--- src/rtl/mem_ctrl_pkg.sv ---
// Shared types and constants for the CPU-side memory controller.
// Covers size encodings, FSM states, the latched transfer descriptor and I/O decode.
package mem_ctrl_pkg;

    localparam int unsigned ADDR_W = 32;
    localparam int unsigned DATA_W = 32;
    localparam int unsigned BYTE_W = 8;

    localparam logic [1:0] IO_SEL  = 2'b11;

    localparam logic [1:0] SZ_BYTE = 2'd0;
    localparam logic [1:0] SZ_HALF = 2'd1;
    localparam logic [1:0] SZ_WORD = 2'd2;

    typedef enum logic [2:0] {
        IDLE,
        READ,
        DRAIN,
        WRITE,
        RESP
    } state_e;

    typedef struct packed {
        logic [ADDR_W-1:0] base;
        logic [DATA_W-1:0] wdata;
        logic [1:0]        last;
        logic              fetch;
    } xfer_t;

    function automatic logic is_io(input logic [ADDR_W-1:0] addr);
        return addr[17:16] == IO_SEL;
    endfunction

    // Index of the final byte beat; size 3 is treated as a word.
    function automatic logic [1:0] last_idx(input logic [1:0] size);
        case (size)
            SZ_BYTE: return 2'd0;
            SZ_HALF: return 2'd1;
            default: return 2'd3;
        endcase
    endfunction

endpackage

--- src/rtl/mem_ctrl.sv ---
// Arbitrates IC fetches and LSB loads/stores onto the byte-wide RAM/UART bus,
// serialising each access into byte beats and reassembling reads little-endian.
module mem_ctrl
    import mem_ctrl_pkg::*;
(
    input  logic              clk,
    input  logic              rst,
    input  logic              rdy,
    input  logic              flush,
    input  logic              if_req,
    input  logic [ADDR_W-1:0] if_addr,
    output logic              if_done,
    output logic [DATA_W-1:0] if_data,
    input  logic              ls_req,
    input  logic              ls_we,
    input  logic [1:0]        ls_size,
    input  logic [ADDR_W-1:0] ls_addr,
    input  logic [DATA_W-1:0] ls_wdata,
    output logic              ls_done,
    output logic [DATA_W-1:0] ls_rdata,
    input  logic [7:0]        mem_din,
    output logic [7:0]        mem_dout,
    output logic [ADDR_W-1:0] mem_a,
    output logic              mem_wr,
    input  logic              io_buffer_full
);

    state_e            state_q, state_d;
    xfer_t             xfer_q, xfer_d;
    logic [1:0]        idx_q, idx_d;
    logic [1:0]        tag_q, tag_d;
    logic              tag_vld_q, tag_vld_d;
    logic              last_ls_q, last_ls_d;
    logic              io_gap_q, io_gap_d;
    logic [DATA_W-1:0] rbuf_q, rbuf_d;
    logic              if_done_q, if_done_d;
    logic              ls_done_q, ls_done_d;
    logic [DATA_W-1:0] if_data_q, if_data_d;
    logic [DATA_W-1:0] ls_rdata_q, ls_rdata_d;
    logic [ADDR_W-1:0] beat_addr;
    logic              grant_if;
    logic              grant_ls;
    logic              issue;

    assign beat_addr = xfer_q.base + ADDR_W'(idx_q);

    // Next-state, bus drive and byte-lane assembly.
    always_comb begin
        state_d   = state_q;
        xfer_d    = xfer_q;
        idx_d     = idx_q;
        tag_d     = tag_q;
        tag_vld_d = 1'b0;
        last_ls_d = last_ls_q;
        io_gap_d  = 1'b0;
        rbuf_d    = rbuf_q;
        grant_if  = 1'b0;
        grant_ls  = 1'b0;
        issue     = 1'b0;
        mem_a     = '0;
        mem_wr    = 1'b0;
        mem_dout  = '0;

        // Capture is independent of rdy so a stall never drops a returning byte.
        if (tag_vld_q) begin
            rbuf_d[{tag_q, 3'b000} +: BYTE_W] = mem_din;
        end

        case (state_q)
            IDLE: begin
                if (rdy) begin
                    grant_if = if_req && !flush && (!ls_req || last_ls_q);
                    grant_ls = ls_req && !grant_if;
                    if (grant_if) begin
                        xfer_d.base  = if_addr;
                        xfer_d.wdata = '0;
                        xfer_d.last  = 2'd3;
                        xfer_d.fetch = 1'b1;
                        last_ls_d    = 1'b0;
                        state_d      = READ;
                    end else if (grant_ls) begin
                        xfer_d.base  = ls_addr;
                        xfer_d.wdata = ls_wdata;
                        xfer_d.last  = last_idx(ls_size);
                        xfer_d.fetch = 1'b0;
                        last_ls_d    = 1'b1;
                        state_d      = ls_we ? WRITE : READ;
                    end
                    if (grant_if || grant_ls) begin
                        idx_d  = 2'd0;
                        rbuf_d = '0;
                    end
                end
            end
            READ: begin
                if (flush && xfer_q.fetch) begin
                    state_d = IDLE;
                end else if (rdy) begin
                    mem_a     = beat_addr;
                    tag_vld_d = 1'b1;
                    tag_d     = idx_q;
                    if (idx_q == xfer_q.last) begin
                        state_d = DRAIN;
                    end else begin
                        idx_d = idx_q + 2'd1;
                    end
                end
            end
            DRAIN: begin
                if (flush && xfer_q.fetch) begin
                    state_d = IDLE;
                end else if (rdy) begin
                    state_d = RESP;
                end
            end
            WRITE: begin
                mem_dout = xfer_q.wdata[{idx_q, 3'b000} +: BYTE_W];
                // UART beats hold for a full buffer and are spaced by a dead cycle.
                issue = rdy && !(is_io(beat_addr) && (io_buffer_full || io_gap_q));
                if (issue) begin
                    mem_a    = beat_addr;
                    mem_wr   = 1'b1;
                    io_gap_d = is_io(beat_addr);
                    if (idx_q == xfer_q.last) begin
                        state_d = RESP;
                    end else begin
                        idx_d = idx_q + 2'd1;
                    end
                end
            end
            RESP: begin
                if (rdy) begin
                    state_d = IDLE;
                end
            end
            default: state_d = IDLE;
        endcase

        if_done_d  = (state_d == RESP) && xfer_d.fetch;
        ls_done_d  = (state_d == RESP) && !xfer_d.fetch;
        if_data_d  = if_done_d ? rbuf_d : '0;
        ls_rdata_d = ls_done_d ? rbuf_d : '0;
    end

    always_ff @(posedge clk or posedge rst) begin
        if (rst) begin
            state_q    <= IDLE;
            xfer_q     <= '0;
            idx_q      <= '0;
            tag_q      <= '0;
            tag_vld_q  <= 1'b0;
            last_ls_q  <= 1'b1;
            io_gap_q   <= 1'b0;
            rbuf_q     <= '0;
            if_done_q  <= 1'b0;
            ls_done_q  <= 1'b0;
            if_data_q  <= '0;
            ls_rdata_q <= '0;
        end else begin
            state_q    <= state_d;
            xfer_q     <= xfer_d;
            idx_q      <= idx_d;
            tag_q      <= tag_d;
            tag_vld_q  <= tag_vld_d;
            last_ls_q  <= last_ls_d;
            io_gap_q   <= io_gap_d;
            rbuf_q     <= rbuf_d;
            if_done_q  <= if_done_d;
            ls_done_q  <= ls_done_d;
            if_data_q  <= if_data_d;
            ls_rdata_q <= ls_rdata_d;
        end
    end

    assign if_done  = if_done_q;
    assign ls_done  = ls_done_q;
    assign if_data  = if_data_q;
    assign ls_rdata = ls_rdata_q;

endmodule

--- config.mk ---
export PLATFORM = sky130hd
export DESIGN_NAME = mem_ctrl
export DESIGN_NICKNAME = d
export VERILOG_FILES = /design/src/rtl/mem_ctrl_pkg.sv /design/src/rtl/mem_ctrl.sv
export SDC_FILE = /design/constraint.sdc
export NUM_CORES = 1
export LEC_CHECK = 0
export ABC_CLOCK_PERIOD_IN_PS = 7800
export CAP_MARGIN = 20
export CORE_ASPECT_RATIO = 0.75
export CORE_MARGIN = 2
export CORE_UTILIZATION = 35
export CTS_BUF_LIST = sky130_fd_sc_hd__clkbuf_2
export CTS_CLUSTER_SIZE = 8
export DETAILED_ROUTE_END_ITERATION = 8
export GPL_ROUTABILITY_DRIVEN = 0
export PLACE_DENSITY_LB_ADDON = 0.05
export SLEW_MARGIN = 0
export SYNTH_ARGS = -nofsm -noshare
export SYNTH_HDL_FRONTEND = slang
export SYNTH_SLANG_ARGS = --single-unit
--- constraint.sdc ---
create_clock -name clk -period 7.8 [get_ports clk]
set_clock_uncertainty 0.15 [all_clocks]
set_input_delay 1.17 -clock clk [delete_from_list [all_inputs] [get_ports clk]]
set_output_delay 1.17 -clock clk [all_outputs]
set_load 0.01 [all_outputs]
==> metrics <==
Yosys cell types=55; ANT nets after route=0; pwr dens=between 200 and 300 nW/um^2; final total power=0.002906 W; total area of sequential cells=between 4000 and 5000 um^2; CP max stage cell=dfrtp_1; die area=between 20000 and 25000 um^2; Multi-input gate area=roughly 3300 um^2; R2R setup slack=about 4 ns; proportion of layout cells with a drive suffix above 1=7.984%; WL/cell=~17 um; critical path depth in cells=10; Worst Hold End=io_gap_q; DRT iter0 DRCs=about 400; Max-Cap Viols=0; Reg clk slew, reported paths=slightly below 0.3 ns; R2R cell count=8; cells after synthesis=approximately 810; count of buffers from port buffering=220; CP Launch Type=flip-flop; Area Overhead vs Synth=34.90%; commonest non-fill, non-tap cell in the layout=clkdlybuf4s50_1; CORE AREA=around 22000 um^2; post-DP HPWL=approximately 16 mm; setup slack after placement=around 2.9 ns; Via Count=~6.6k; I/O Pins=~220; post-DR vias/cell=about 5.0; post-synthesis sequential area ratio=55.33%; Max Slew Vio Count=0; Clock Latency Late Sink=between 0.7 and 0.8 ns; CTS Root Cell=clkbuf_2; RSZ-0062 raised after global routing=false; CTS HTree Levels=4; most frequent cells in the layout=220 x clkdlybuf4s50_1, 174 x dfrtp_1, 131 x nand2_1, 120 x nor2_1, 48 x nand3_1; Mapped Area=7916 um^2; CTS Buf Count=17; CTS max path bufs=2; PostCTS Resize Cnt=0; crit end category=primary output; hold_buf cts=0; fin crit period=5.768 ns; final setup fails=0; Post-CTS Setup Repair Bufs=0; slowest stage delay, CP=0.87 ns; fin util=48.30%; Max VDD drop=roughly 0.09 mV; synthesized area per cell=9.737 um^2; Worst Min Path Start=io_gap_q; initial antenna violation count=1; Initial DRT Pass Iterations=5; # DRC=0; EDFF count, synth=0; FF-to-FF End=ls_rdata[0]; Seq cells post-synth=175; Die W=between 150 and 200 um; final worst-path cycle share=between 70% and 80%; drt total wl=22.45 mm; Die Y=~130 um; worst-margin pin slew=around 0.95 ns; Fill cells=roughly 2.2k; Setup WS post-layout=about 2.0 ns; reg2reg start=idx_q[0]; grt ovf=0; crit path max fanout=32; CP delay by family, top=simple AND/OR/NAND/NOR gates; CP bufs+invs=2; hold-critical path depth=1; Final nets=around 1.1k; critical path data required time=around 6.5 ns; Top FF cell, synth=dfrtp_1; first-pass GRT wire length=between 30 and 40 mm; starting density of the core=a little over a third; Core Rows=between 40 and 50; post-synth net total=just over 900; TritonCTS clock tree=built; Clock Sinks=175; Post-synth ARST share=between 90% and 100%; Hold Violations, Final=0; Hold WC Path Type=flip-flop to flip-flop; WS Path Type=flip-flop to primary output; Rel. slew slack=a little under two fifths; status=completed; post-route setup TNS=0 ns; GRT Overall Usage=approximately a fifth; Fmax=173.4 MHz; CP Cell Sequence=ha_1 > fa_1 > and4_1 > nor4_1 > o221a_2 > nor3b_1 > a21oi_2 > buf_4 > nor2_1 > clkdlybuf4s50_1; Critical Path AT=between 4 and 5 ns; Synth warnings=0; number of global-route vias before repair=between 6k and 7k; leakage=between 4 and 5 nW; largest net degree at the start of global routing=a little over 100; Hold WS=approximately 0.35 ns
==> power breakdown <==
group	switching, W	total [W]	internal (W)
registers	0.000215	0.00134	0.00112
clock network	0.000372	0.000510	0.000138
logic	0.000580	0.00106	0.000481
total	0.00117	0.00291	0.00174
==> area by class of cell <==
cell class                      count  area share (%)
Timing Repair Buffer              233           21.53
Tap cell                          294           3.445
Sequential cell                   175           41.02
Clock buffer                       17          0.7967
Multi-Input combinational cell    561           30.45
Antenna cell                        2         0.04687
Inverter                           26          0.9607
Clock inverter                     15           1.746
==> cell usage after synthesis, types with 2 or more instances <==
master	number	area (um^2)
a21oi_1	36	180.2
a22o_1	9	78.83
a22oi_1	18	135.1
a31oi_1	2	12.51
and2_1	4	25.02
and3_1	10	62.56
and4_1	4	35.03
buf_2	8	40.04
buf_6	2	22.52
clkbuf_1	40	150.1
dfrtp_1	174	4354
ha_1	7	87.58
inv_1	26	97.59
mux4_2	8	180.2
nand2_1	131	491.7
nand2b_1	9	56.30
nand3_1	48	240.2
nand4_1	6	37.54
nor2_1	120	450.4
nor2b_1	7	43.79
nor3_1	23	115.1
nor3_2	13	130.1
nor3b_1	3	22.52
nor4_1	5	31.28
o211ai_1	2	15.01
o21ai_0	6	30.03
o22ai_1	33	206.5
or2_2	2	12.51
xnor2_1	10	87.58
xor2_1	22	192.7
==> metrics by stage <==
stage	std cells	area, um^2
6_report	1323	10680
5_1_grt	1322	10680
4_1_cts	1321	10670
3_5_place_dp	1289	10400
3_3_place_gp	1289	10400
2_1_floorplan	813	7916
==> worst reg2reg max path, stage by stage (launching register included) <==
cell and delay, ns:
dfrtp_1 0.87, ha_1 0.32, fa_1 0.33, and4_1 0.28, nor4_1 0.07, o221a_2 0.31
o41ai_4 0.45, nand2b_2 0.59, nor3_1 0.33
==> routing by layer <==
layer,GRT usage (%),vias up,wire length [um]
met5,0,-,0
met4,4.098,0,168
met3,5.329,13,1787
met2,25.41,216,8953
met1,30.56,3149,11540
li1,-,3184,-
==> registers in the layout, summed over array words and instances (netlist names) <==
register	flops
rbuf_q	32
if_data	32
tag_vld_q	1
ls_done	1
state_q	3
io_gap_q	1
ls_rdata	32
if_done	1
tag_q	2
xfer_q	67
last_ls_q	1
idx_q	2
==> how the worst max path moves through the flow <==
stage          startpoint        end  slack [ns]
2_1_floorplan         rst   idx_q[0]        1.74
3_3_place_gp     idx_q[0]  mem_a[26]        2.97
3_5_place_dp     idx_q[0]  mem_a[30]        2.86
4_1_cts          idx_q[0]  mem_a[30]        1.91
5_1_grt          idx_q[0]   mem_a[8]        1.62
6_report         idx_q[0]  mem_a[18]        2.03
==> kinds of logic after synthesis <==
group	after synthesis	synth area share [%]
compound gates	120	10.13
mux	9	2.402
buf+inv	77	3.967
simple gates	392	23.27
xor+xnor	32	3.540
fa+ha+maj	8	1.359
flops	175	55.33
Note: power is estimated with default switching activity, not from simulation.
